## src/rtl/note_lane_renderer.sv

```systemverilog
`default_nettype none
// ============================================================================
// Module  : note_lane_renderer
// Scrolling note lane with a ready/valid push port, exit reporting and a
// row-major pixel scan-out of a frozen lane snapshot.
// Rev     : 1.0
// ============================================================================
module note_lane_renderer #(
  parameter int COLS   = 64,
  parameter int NOTE_W = 7,
  parameter int NOTE_H = 7,
  parameter int SLOTS  = 10
) (
  input  logic                    clk,
  input  logic                    rst,
  input  logic                    note_valid,
  input  logic [1:0]              note_type,
  output logic                    note_ready,
  input  logic                    scroll_tick,
  output logic                    exit_valid,
  output logic [1:0]              exit_type,
  input  logic                    frame_start,
  output logic                    busy,
  output logic                    pix_valid,
  input  logic                    pix_ready,
  output logic [$clog2(COLS)-1:0] pix_x,
  output logic [2:0]              pix_y,
  output logic [2:0]              pix_rgb,
  output logic                    frame_done
);

  localparam int XW = $clog2(COLS);
  localparam int OW = $clog2(NOTE_W);
  localparam int SW = $clog2(SLOTS);

  localparam logic [XW-1:0] c_X_LAST   = XW'(COLS - 1);
  localparam logic [OW-1:0] c_C_LAST   = OW'(NOTE_W - 1);
  localparam logic [OW-1:0] c_CTR      = OW'(NOTE_W / 2);
  localparam logic [2:0]    c_Y_LAST   = 3'(NOTE_H - 1);
  localparam logic [1:0]    c_EMPTY    = 2'b00;
  localparam logic [1:0]    c_RED      = 2'b01;
  localparam logic [1:0]    c_RSVD     = 2'b11;
  localparam logic [2:0]    c_RGB_RING = 3'b111;
  localparam logic [2:0]    c_RGB_RED  = 3'b100;
  localparam logic [2:0]    c_RGB_BLUE = 3'b011;
  localparam logic [2:0]    c_RGB_OFF  = 3'b000;

  localparam logic [0:0] c_IDLE = 1'b0;
  localparam logic [0:0] c_SCAN = 1'b1;

  // Live lane state
  logic [1:0]    r_slot [SLOTS];
  logic [OW-1:0] r_offset;
  logic [1:0]    r_stage_type;
  logic          r_stage_full;
  logic          r_exit_valid;
  logic [1:0]    r_exit_type;

  logic          w_push;
  logic          w_shift;
  logic [1:0]    w_note_clean;

  assign note_ready   = !rst && !r_stage_full;
  assign w_push       = note_valid && note_ready;
  assign w_shift      = scroll_tick && (r_offset == c_C_LAST);
  assign w_note_clean = (note_type == c_RSVD) ? c_EMPTY : note_type;

  // A push in the same edge as a shift lands after the shift has drained staging.
  always_ff @(posedge clk) begin
    if (rst) begin
      for (int k = 0; k < SLOTS; k++) r_slot[k] <= c_EMPTY;
      r_offset     <= '0;
      r_stage_type <= c_EMPTY;
      r_stage_full <= 1'b0;
      r_exit_valid <= 1'b0;
      r_exit_type  <= c_EMPTY;
    end else begin
      r_exit_valid <= 1'b0;
      if (scroll_tick) begin
        if (w_shift) begin
          r_offset <= '0;
          for (int k = 0; k < SLOTS - 1; k++) r_slot[k] <= r_slot[k+1];
          r_slot[SLOTS-1] <= r_stage_full ? r_stage_type : c_EMPTY;
          r_stage_type    <= c_EMPTY;
          r_stage_full    <= 1'b0;
          r_exit_valid    <= 1'b1;
          r_exit_type     <= r_slot[0];
        end else begin
          r_offset <= r_offset + OW'(1);
        end
      end
      if (w_push) begin
        r_stage_type <= w_note_clean;
        r_stage_full <= 1'b1;
      end
    end
  end

  assign exit_valid = r_exit_valid;
  assign exit_type  = r_exit_type;

  // Frame scan state
  logic [0:0]    r_state;
  logic [1:0]    r_snap [SLOTS];
  logic [OW-1:0] r_snap_off;
  logic [XW-1:0] r_x;
  logic [2:0]    r_y;
  logic [SW-1:0] r_sidx;
  logic [OW-1:0] r_col;
  logic          r_done;

  always_ff @(posedge clk) begin
    if (rst) begin
      r_state <= c_IDLE;
      for (int k = 0; k < SLOTS; k++) r_snap[k] <= c_EMPTY;
      r_snap_off <= '0;
      r_x        <= '0;
      r_y        <= '0;
      r_sidx     <= '0;
      r_col      <= '0;
      r_done     <= 1'b0;
    end else begin
      r_done <= 1'b0;
      case (r_state)
        c_IDLE: begin
          if (frame_start) begin
            for (int k = 0; k < SLOTS; k++) r_snap[k] <= r_slot[k];
            r_snap_off <= r_offset;
            r_x        <= '0;
            r_y        <= '0;
            r_sidx     <= '0;
            r_col      <= r_offset;
            r_state    <= c_SCAN;
          end
        end
        c_SCAN: begin
          if (pix_ready) begin
            if (r_x == c_X_LAST) begin
              // Each row restarts at slot 0, sprite column = frozen offset.
              r_x    <= '0;
              r_sidx <= '0;
              r_col  <= r_snap_off;
              if (r_y == c_Y_LAST) begin
                r_y     <= '0;
                r_state <= c_IDLE;
                r_done  <= 1'b1;
              end else begin
                r_y <= r_y + 3'd1;
              end
            end else begin
              r_x <= r_x + XW'(1);
              if (r_col == c_C_LAST) begin
                r_col  <= '0;
                r_sidx <= r_sidx + SW'(1);
              end else begin
                r_col <= r_col + OW'(1);
              end
            end
          end
        end
        default: r_state <= c_IDLE;
      endcase
    end
  end

  // Sprite lookup for the current pixel
  logic [1:0]    w_type;
  logic [OW-1:0] w_d;
  logic          w_ring;
  logic          w_fill;
  logic [2:0]    w_rgb;

  always_comb begin
    w_type = r_snap[r_sidx];
    w_d    = (r_col >= c_CTR) ? (r_col - c_CTR) : (c_CTR - r_col);
    w_ring = 1'b0;
    w_fill = 1'b0;
    case (r_y)
      3'd0, 3'd6: w_ring = (w_d <= OW'(1));
      3'd1, 3'd5: begin
        w_ring = (w_d == OW'(2));
        w_fill = (w_d <= OW'(1));
      end
      default: begin
        w_ring = (w_d == c_CTR);
        w_fill = (w_d < c_CTR);
      end
    endcase
    w_rgb = c_RGB_OFF;
    if ((r_state == c_SCAN) && (w_type != c_EMPTY)) begin
      if (w_ring)      w_rgb = c_RGB_RING;
      else if (w_fill) w_rgb = (w_type == c_RED) ? c_RGB_RED : c_RGB_BLUE;
    end
  end

  assign busy       = (r_state == c_SCAN);
  assign pix_valid  = (r_state == c_SCAN);
  assign pix_x      = r_x;
  assign pix_y      = r_y;
  assign pix_rgb    = w_rgb;
  assign frame_done = r_done;

endmodule
`default_nettype wire
```

## config.mk

```make
export PLATFORM = sky130hd
export DESIGN_NAME = note_lane_renderer
export DESIGN_NICKNAME = d
export VERILOG_FILES = /design/src/rtl/note_lane_renderer.sv
export SDC_FILE = /design/constraint.sdc
export NUM_CORES = 1
export LEC_CHECK = 0
export ABC_AREA = 1
export BUFFER_PORTS_ARGS = -buffer_cell sky130_fd_sc_hd__buf_2
export CORE_MARGIN = 2
export CORE_UTILIZATION = 59
export CTS_CLUSTER_SIZE = 14
export DETAILED_ROUTE_END_ITERATION = 16
export PLACE_DENSITY = 0.79
export SLEW_MARGIN = 20
export SYNTH_ARGS = -nofsm -noshare
export SYNTH_HDL_FRONTEND = slang
export SYNTH_SLANG_ARGS = --single-unit
export TNS_END_PERCENT = 20
```

## constraint.sdc

```tcl
create_clock -name clk -period 2.29 [get_ports clk]
set_input_delay 0.458 -clock clk [delete_from_list [all_inputs] [get_ports clk]]
set_output_delay 0.458 -clock clk [all_outputs]
set_load 0.01 [all_outputs]
```

## Word level (Yosys, flattened, before mapping)

Memories as Yosys holds them, arrays and structs flattened. A register that Yosys moved wholly into a read port is not among the register bits.
Index checks and enable logic that the tools add are counted.

| cells by class | value |
|---|---|
| equality and inequality tests | 14 |
| $add $sub $neg | 7 |
| reduce and logical (&&, ||, !) cells | 19 |
| multiplexer cells | 72 |
| $lt $le $gt $ge | 3 |
| bitwise logic cells | 23 |

Operators by type and width:

| kind | number |
|---|---|
| 2-bit 2-to-1 mux | 25 |
| 3-bit 2-to-1 mux | 14 |
| 4-bit 2-to-1 mux | 6 |
| 1-bit OR | 20 |
| 6-bit 2-to-1 mux | 3 |
| 1-bit 2-to-1 mux | 17 |
| 3-bit == test, second input constant | 4 |
| 3-bit case mux with 2 select lines | 2 |
| 6-bit case mux with 2 select lines | 1 |
| 3-bit by 1-bit adder with 3-bit output, second input constant | 3 |
| 4-bit case mux with 2 select lines | 1 |
| 2-bit AND reduction | 4 |
| 6-bit by 1-bit adder with 6-bit output, second input constant | 1 |
| 3-bit by 2-bit == test with 1-bit output, second input constant | 2 |
| 6-bit == test, second input constant | 1 |
| 1-bit case mux with 2 select lines | 3 |
| 3-bit AND reduction | 2 |
| 2-bit nonzero test | 3 |
| 4-bit by 1-bit adder with 4-bit output, second input constant | 1 |
| 1-bit logical AND | 4 |
| 2-bit inequality test, second input constant | 2 |
| 2-bit OR reduction | 2 |
| 4-bit OR reduction | 1 |
| 3-bit by 1-bit == test with 1-bit output, second input constant | 1 |
| 12 further kinds | 15 |

| word-level totals | value |
|---|---|
| memories kept | 2 |
| bits in registers | 30 |
| logic and storage cells | 152 |
| RAM bits | 40 |
| input port bits | 8 |

Memories:

| name | depth | width | read ports | clocked after memory_dff | write ports | RTL line | RTL |
|---|---|---|---|---|---|---|---|
| r_slot | 10 | 2 | 10 | 0 | 10 | 52 | `logic [1:0] r_slot [SLOTS];` |
| r_snap | 10 | 2 | 1 | 1 | 10 | 104 | `logic [1:0] r_snap [SLOTS];` |

## Depth between registers and ports, before layout

Gate-level depths: netlist (run 1).

| logic depth | value |
|---|---|
| depth after elaboration | 7 |
| gate-level depth with buffers | 13 |

## Worst setup path before layout (run 1)

Ideal clock, no wire load.

| timing path | value |
|---|---|
| kind | register to output |
| start | register r_col[1] |
| end | output pix_rgb[1] |
| stages on the path, launching flop included | 11 |
| setup slack | 116 ps |
| data required time | 1832 ps |
| arrival time | 1716 ps |
| path through | dfxtp_1 ha_1 ha_1 nor2_1 nand2_1 nand2_1 nand2_1 o21bai_1 nand3_1 a21oi_1 buf_4 |

| between the ends | value |
|---|---|
| longest elaborated chain between the ends | 7 |

Ends and longest elaborated chain:

| what | RTL line | RTL |
|---|---|---|
| start, declared | 109 | `logic [OW-1:0] r_col;` |
| start signal, assigned | 132 | `r_col <= r_offset;` |
| start signal, assigned | 142 | `r_col <= r_snap_off;` |
| start signal, assigned | 156 | `r_col <= r_col + OW'(1);` |
| 2-bit by 3-bit subtractor with 3-bit output (tied with other cells) | 175 | `w_d = (r_col >= c_CTR) ? (r_col - c_CTR) : (c_CTR - r_col);` |
| 3-bit 2-to-1 mux * | 175 |  |
| 3-bit by 2-bit less-than comparator with 1-bit output / 3-bit by 1-bit less-or-equal comparator with 1-bit output (equally long branches) | 186, 179, 182 |  |
| 1-bit case mux with 2 select lines | 178 | `case (r_y)` |
| 3-bit 2-to-1 mux | 192 | `else if (w_fill) w_rgb = (w_type == c_RED) ? c_RGB_RED : c_RGB_BLUE;` |
| 3-bit 2-to-1 mux * | 191 | `if (w_ring) w_rgb = c_RGB_RING;` |
| 3-bit 2-to-1 mux * | 190 | `if ((r_state == c_SCAN) && (w_type != c_EMPTY)) begin` |
| end, declared | 28 | `output logic [2:0] pix_rgb,` |

Mark *: on every way between the ends. The rest lies on a longest branch, timed or not.

## Final worst setup path (run 1)

| timing path | value |
|---|---|
| start | register r_col[0] |
| end | output pix_rgb[1] |

Same word-level chain as after synthesis.

==> PnR_summary.wiki, run 1 <==
{| class="wikitable"
! Metric !! Value
|-
| Run status || finished, violations left
|-
| Violations in the final reports || setup timing
|-
| Post-layout utilization of the core || 69.6%
|-
| Xor and xnor area share after synthesis || 0.789%
|-
| Total negative setup slack || -0.280 ns
|-
| Boundary Pins || 27
|-
| Pwr Density || just under 700 nW/um2
|-
| Total Routing Usage GR || 22.1%
|-
| Arithmetic-cell share of the synthesized area counting full adders, half adders and majority gates || 3.38%
|-
| Later-pin clock latency in the skew report || between 0.3 and 0.4 ns
|-
| Cell depth of the worst hold path || 3
|-
| Global-route wire length before repair || 10,600 um
|-
| Via count || 2,515
|-
| Count of endpoints failing setup in the final report || 3
|-
| Part of the Yosys area used for sequential elements || 56.5%
|-
| Tightest Hold Check Type || in -> reg
|-
| Router iterations before antenna repair || 4
|-
| Fraction of registers with async set/reset || 0%
|-
| Leading cell types by total area after synthesis || edfxtp_1, dfxtp_1, nand2_1, nor2_1, inv_1
|-
| Number of remaining DRC errors || 0
|-
| Width of the chip || around 80 um
|-
| Kind of capture point of the worst setup path || primary output
|-
| Worst Slack Setup Final || -0.0978 ns
|-
| Number of distinct library cell variants in the gate-level netlist after synthesis || 34
|-
| Required time at the endpoint of the critical path || 1.83 ns
|-
| Total routed wirelength || 6250 um
|-
| Standard cell core area || approximately 5500 um2
|-
| Summed instance area of the synthesized netlist || roughly 3300 um2
|-
| Top cells by instance count after synthesis || nand2_1, nor2_1, inv_1
|-
| Ys Warns || 0
|-
| Dominant combinational cell family by area after synthesis || simple AND/OR/NAND/NOR gates
|-
| Critical path origin || r_col[0]$_SDFFE_PP0P_
|-
| Cell count after synthesis || 380
|-
| Reg2Reg Depth || 9
|-
| Global route overflow || 0
|-
| Number of hold buffers added after cts || 0
|-
| DPL Wire Length || 4370 um
|-
| Slew at the pin with the worst max-slew slack || 0.595 ns
|-
| Synthesized-area fraction occupied by and/or/nand/nor cells || 22.9%
|-
| Most repeated cell in the gate-level netlist after synthesis || nand2_1
|-
| Minimum setup slack among reg-to-reg paths || 0.47 ns
|-
| Number of nets still failing antenna checks after routing || 0
|-
| Average vias per placed instance || slightly above 5
|-
| Floorplan die height || 79.2 um
|-
| Leakage power || approximately 0.0017 uW
|-
| Per-instance average area after synthesis || 8.77 um2
|-
| Worst VDD drop || 0.000511 V
|-
| Final-stage net count || 435
|-
| Layout cells sized above 1 || 17.7%
|-
| Starting Density || 60.9%
|-
| Post-synth top area cell || edfxtp_1
|-
| Worst EP arrival || 1.93 ns
|-
| Worst-case clock skew || 0.00941 ns
|-
| CTS tree || built
|-
| Number of violations of the max-capacitance limit || 0
|-
| Filler Cell Count || 416
|-
| Synth-to-Final Area Change || 14.4%
|-
| Final Critical Period || 2.39 ns
|-
| Antenna violations before repair || 0
|-
| Headroom to the max-slew limit || 60.3%
|-
| Largest fanout of any net on the critical path || 3
|-
| TritonCTS Buffers || 9
|-
| RSZ-0062 raised after global routing || true
|-
| Start of the worst register-to-register path || pix_x[0]$_SDFFE_PP0P_
|-
| Share of the cycle needed by the critical path after routing || 104%
|-
| Worst slack at placement || 0.0852 ns
|-
| Drt first-iter violations || around 140
|-
| Count of standard-cell rows || 27
|-
| Net Count, Synth || about 400
|-
| Maximum clock insertion buffer count || 2
|-
| Root buffer cell || clkbuf_8
|-
| Achievable frequency || 419 MHz
|-
| DIE AREA || between 6000 and 7000 um2
|-
| Share of the synthesized area in the top cell type || 36.0%
|-
| Number of global-route vias before repair || ~2,400
|-
| CTS sink cnt || 74
|-
| Weighted congestion reported at the end of routability-driven placement || 0.858
|-
| Slew Viols, Final || 0
|-
| Number of hold violations in the final report || 0
|-
| Reg2reg end || pix_y[0]$_SDFFE_PP0P_
|-
| Category of the most critical setup path || reg -> out
|-
| Crit path launch type || flip-flop
|-
| CTS clk-pin slew, worst paths || roughly 0.07 ns
|-
| Final routed wire length divided by cell count || 12.6 um
|-
| Maximum number of pins on one net before global-route repair || 22
|-
| Count of buffers inserted at the top-level ports || 26
|-
| Most common flop cell mapped by yosys || edfxtp_1
|-
| Mux contribution to synthesized area || 0%
|-
| Endpoint of the worst setup timing path || pix_rgb[1]
|-
| H-tree Lvls || 3
|-
| Compound-Gate Fraction of Synth Area || 7.62%
|-
| Count of flip-flops with a built-in enable after synthesis || 40
|-
| Antenna diode count || 0
|-
| Post-synthesis sequential element count || 74
|}
-- cells in the final DEF (no fill, tap or decap), types with 2 or more instances in the layout --
cell type	instances
nand2_1	63
nor2_1	63
inv_1	59
edfxtp_1	40
nand3_1	31
dfxtp_1	31
buf_2	26
a21oi_1	16
o21ai_0	11
clkbuf_8	9
buf_4	9
ha_1	7
nand2_2	6
inv_2	5
o211ai_1	4
nor3_1	3
and3_1	3
clkbuf_1	3
clkinv_1	3
or2_2	2
nand2_4	2
xor2_1	2
ha_4	2
dfxtp_4	2
-- worst max-delay path: stages (launching register included) --
cell      delay (ns)
dfxtp_4         0.36
ha_4            0.17
ha_4            0.16
nor2_4          0.10
nand2_2         0.08
nand2_2         0.09
nand2_2         0.07
o21bai_1        0.13
nand3_1         0.13
a21oi_2         0.17
buf_2           0.14
-- layer usage --
metal	global-route usage [%]	share of wire (%)	vias to the layer above	routed length, um
met3	4.32	3.6	6	222
met2	37.5	50	50	3140
li1	-	-	1293	-
met4	9.48	0.85	0	53
met5	0	0	-	0
met1	27.6	45	1166	2840
-- flip-flops by register name, summed over array words and instances (netlist names), named ones only --
name	flops
r_slot	20
r_snap	20
pix_x	6
r_sidx	4
pix_y	3
r_col	3
r_offset	3
r_snap_off	3
exit_type	2
r_stage_type	2
busy	1
exit_valid	1
frame_done	1
r_stage_full	1
-- worst min path at each step --
stage                                              end                         start  slack, ns
after floorplan           r_stage_type[0]$_SDFFE_PP0P_  r_stage_type[0]$_SDFFE_PP0P_       0.43
after global placement    r_stage_type[1]$_SDFFE_PP0P_  r_stage_type[1]$_SDFFE_PP0P_       0.45
after detailed placement  r_stage_type[0]$_SDFFE_PP0P_  r_stage_type[0]$_SDFFE_PP0P_       0.46
after CTS                    r_stage_full$_SDFFE_PP0P_                    note_valid       0.35
after global routing         r_stage_full$_SDFFE_PP0P_                    note_valid       0.36
final                        r_stage_full$_SDFFE_PP0P_                    note_valid       0.35
-- metrics by stage --
stage	instance area, um2	total power [uW]	hold slack (ns)	std cells
floorplan	3330	1730	0.435	380
CTS	3810	2650	0.348	495
global route	3810	2750	0.365	495
detailed placement	3570	1820	0.463	476
global placement	3570	1810	0.452	476
finish	3810	2640	0.354	495
-- area by class of cell --
class | count | area (um2) | share of cell area (%)
repair buffers | 36 | 218 | 5.71
multi-input cells | 231 | 1210 | 31.7
well taps | 72 | 90.1 | 2.36
clock buffers | 12 | 135 | 3.55
clock inverters | 4 | 18.8 | 0.492
inverters | 66 | 251 | 6.60
flip-flops and latches | 74 | 1890 | 49.6
-- logic make-up (layout without fill, tap and decap cells) --
kind of cell               after synthesis  in the layout
AOI/OAI and AO/OA                       42             42
xor gates and xnor gates                 3              3
adders and majority gates                9              9
buffers and inverters                   75            118
DFF                                     74             74
and+or+nand+nor                        177            177
-- power by group --
| part | total, uW | internal [uW] | leakage (uW) | switching (uW) |
|---|---|---|---|---|
| clock network | 815 | 384 | 0.0000731 | 431 |
| logic | 332 | 119 | 0.000916 | 214 |
| registers | 1490 | 1460 | 0.000701 | 33.0 |
-- repair_timing --
action | in CTS | in global routing
buffers inserted | 3 | 0
setup endpoints to repair | 3 | 3
resized for setup | 19 | 2
endpoints found under the hold margin | 0 | 0
pin swaps | 13 | 5
(Power assumes the default switching activity.)
==> run 2: changes to the inputs <==
--- a/config.mk
+++ b/config.mk
@@ -8,10 +8,12 @@
 export ABC_AREA = 1
 export BUFFER_PORTS_ARGS = -buffer_cell sky130_fd_sc_hd__buf_2
 export CORE_MARGIN = 2
-export CORE_UTILIZATION = 59
+export CORE_UTILIZATION = 62
+export CTS_BUF_LIST = sky130_fd_sc_hd__clkbuf_2
 export CTS_CLUSTER_SIZE = 14
 export DETAILED_ROUTE_END_ITERATION = 16
-export PLACE_DENSITY = 0.79
+export MAX_ROUTING_LAYER = met4
+export PLACE_DENSITY = 0.87
 export SLEW_MARGIN = 20
 export SYNTH_ARGS = -nofsm -noshare
 export SYNTH_HDL_FRONTEND = slang
==> run 2 against run 1 <==
Against the previous run: the flow still finishes with violations (setup timing); critical endpoint unchanged; worst hold slack worse by 0.16 ns; sequential cell count unchanged; setup slack worse by 0.27 ns; non-clock buffer count up 1; final area about the same; first-iteration DRC count up 18%; combinational power up 13%; sequential share of layout area about the same.
==> PnR_summary.wiki, run 2 (synthesis results as in run 1) <==
{| class="wikitable"
! Metric !! Value
|-
| Largest fanout of any net on the critical path || 2
|-
| Synth-to-Final Area Change || 14.3%
|-
| Kind of capture point of the worst setup path || primary output
|-
| CTS sink cnt || 74
|-
| Filler Cell Count || 371
|-
| Number of hold buffers added after cts || 0
|-
| Floorplan die height || 77.3 um
|-
| Pwr Density || 667 nW/um2
|-
| Total routed wirelength || 6650 um
|-
| Count of buffers inserted at the top-level ports || 26
|-
| Final routed wire length divided by cell count || 13.5 um
|-
| Total Routing Usage GR || 23.4%
|-
| Final design instance area without fill || 3810 um2
|-
| Maximum number of pins on one net before global-route repair || 22
|-
| Longest individual stage delay on the worst path || 0.39 ns
|-
| Cell with the largest stage delay on the worst path || dfxtp_4
|-
| TritonCTS Buffers || 9
|-
| CP Buf/Inv Count || 2
|-
| Cell type with the highest occurrence count on the critical path || nand2_1
|-
| DPL Wire Length || around 4400 um
|-
| Drt first-iter violations || 164
|-
| Number of global-route vias before repair || 2,420
|-
| Worst EP arrival || 2.20 ns
|-
| Required time at the endpoint of the critical path || 1.83 ns
|-
| Most frequent standard cell in the layout excluding fill and tap cells || nor2_1
|-
| Number of violations of the max-capacitance limit || 0
|-
| Non-filler instance count after layout || 494
|-
| Weighted congestion reported at the end of routability-driven placement || between 0.8 and 0.9
|-
| Count of standard-cell rows || 26
|-
| Category of the most critical setup path || reg -> out
|-
| Root buffer cell || clkbuf_2
|-
| Most frequent cells in the layout || nor2_1, nand2_1, inv_1, edfxtp_1, dfxtp_1
|-
| Headroom to the max-slew limit || between 60% and 70%
|-
| Post-placement cell area || roughly 3600 um2
|-
| Router iterations before antenna repair || 7
|-
| Placed cell count || about 470
|-
| Run status || finished, violations left
|-
| Number of nets still failing antenna checks after routing || 0
|-
| Worst VDD drop || 0.000476 V
|-
| Later-pin clock latency in the skew report || 0.50 ns
|-
| Number of hold violations in the final report || 0
|-
| Antenna violations before repair || 0
|-
| Tightest Hold Check Type || in -> reg
|-
| Average vias per placed instance || 5.36
|-
| Global-route wire length before repair || approximately 10,000 um
|-
| Crit path launch type || flip-flop
|-
| Final-stage net count || ~440
|-
| Leakage power || 0.00170 uW
|-
| Width of the chip || between 70 and 80 um
|-
| Achievable frequency || 377 MHz
|-
| Violations in the final reports || setup timing
|-
| CTS tree || built
|-
| CTS clk-pin slew, worst paths || 0.18 ns
|-
| Antenna diode count || 0
|-
| Slew Viols, Final || 0
|-
| Global route overflow || 0
|-
| Boundary Pins || 27
|-
| RSZ-0062 raised after global routing || true
|-
| Starting Density || 64.8%
|-
| Count of endpoints failing setup in the final report || 3
|-
| Worst-case clock skew || 0.0186 ns
|-
| Final Critical Period || about 2.7 ns
|-
| Crit path max-delay family || simple AND/OR/NAND/NOR gates
|-
| Standard cell core area || 5140 um2
|-
| Share of the cycle needed by the critical path after routing || 116%
|-
| Maximum clock insertion buffer count || 2
|-
| Number of remaining DRC errors || 0
|-
| Layout cells sized above 1 || 19.1%
|-
| H-tree Lvls || 3
|-
| Via count || 2,647
|-
| Worst path cell trace || ha_4, ha_4, nor2_4, nand3_2, nand3_1, nand2_1, nand2_1, nand2_1, inv_1, nand2_1, a21oi_2, buf_2
|-
| Worst Slack Setup Final || -0.365 ns
|-
| Slew at the pin with the worst max-slew slack || around 0.59 ns
|-
| Minimum setup slack among reg-to-reg paths || 0.47 ns
|-
| DIE AREA || 5980 um2
|}
run 2: metrics by stage:
step	utilization, %	hold WS (ns)	power [uW]	setup slack (ns)	TNS (ns)
after floorplan	-	0.435	1730	0.116	0
after global placement	69.5	0.451	1800	0.191	0
after CTS	73.7	0.166	2520	-0.309	-0.914
after detailed placement	69.5	0.458	1820	0.0216	0
final	74.1	0.197	2540	-0.365	-1.08
after global routing	74.1	0.195	2630	-0.490	-1.45
run 2: power breakdown:
group / internal [uW] / switching, uW / total, uW
combinational: 137 / 238 / 375
clock: 251 / 420 / 671
sequential: 1460 / 34.0 / 1500
total: 1850 / 692 / 2540
run 2: repair_timing:
action,CTS,global route
resized for setup,22,5
setup endpoints to repair,3,3
setup buffers,4,0
pin swaps,10,5
endpoints found under the hold margin,0,0
run 2: layout make-up:
| class | instances | area (um2) | area share, % |
|---|---|---|---|
| Inverter | 66 | 254 | 6.67 |
| Clock buffer | 11 | 55.1 | 1.44 |
| Tap cell | 70 | 87.6 | 2.30 |
| Sequential cell | 74 | 1890 | 49.6 |
| Multi-Input combinational cell | 231 | 1250 | 32.7 |
| Timing Repair Buffer | 37 | 229 | 6.01 |
| Clock inverter | 5 | 46.3 | 1.22 |
run 2: final timing paths:
path | from | to | cells past startpoint
max | r_col[0]$_SDFFE_PP0P_ | pix_rgb[1] | 12
max reg2reg | pix_x[0]$_SDFFE_PP0P_ | pix_y[0]$_SDFFE_PP0P_ | 9
min reg2reg | r_stage_type[0]$_SDFFE_PP0P_ | r_stage_type[0]$_SDFFE_PP0P_ | 2
min | note_valid | r_stage_full$_SDFFE_PP0P_ | 3
run 2: per-layer routing:
layer	global-route usage (%)	wire, um
met3	4.82	306
met1	26.6	2880
met5	-	0
met4	13.2	156
met2	38.4	3310
run 2: worst reg2reg max path: stages (launching register included):
cell,delay (ns)
dfxtp_1,0.44
ha_1,0.20
nand2_1,0.08
nor2_1,0.17
nand3_1,0.15
inv_1,0.21
o21ai_4,0.11
nor2_1,0.14
inv_1,0.07
and3_1,0.19
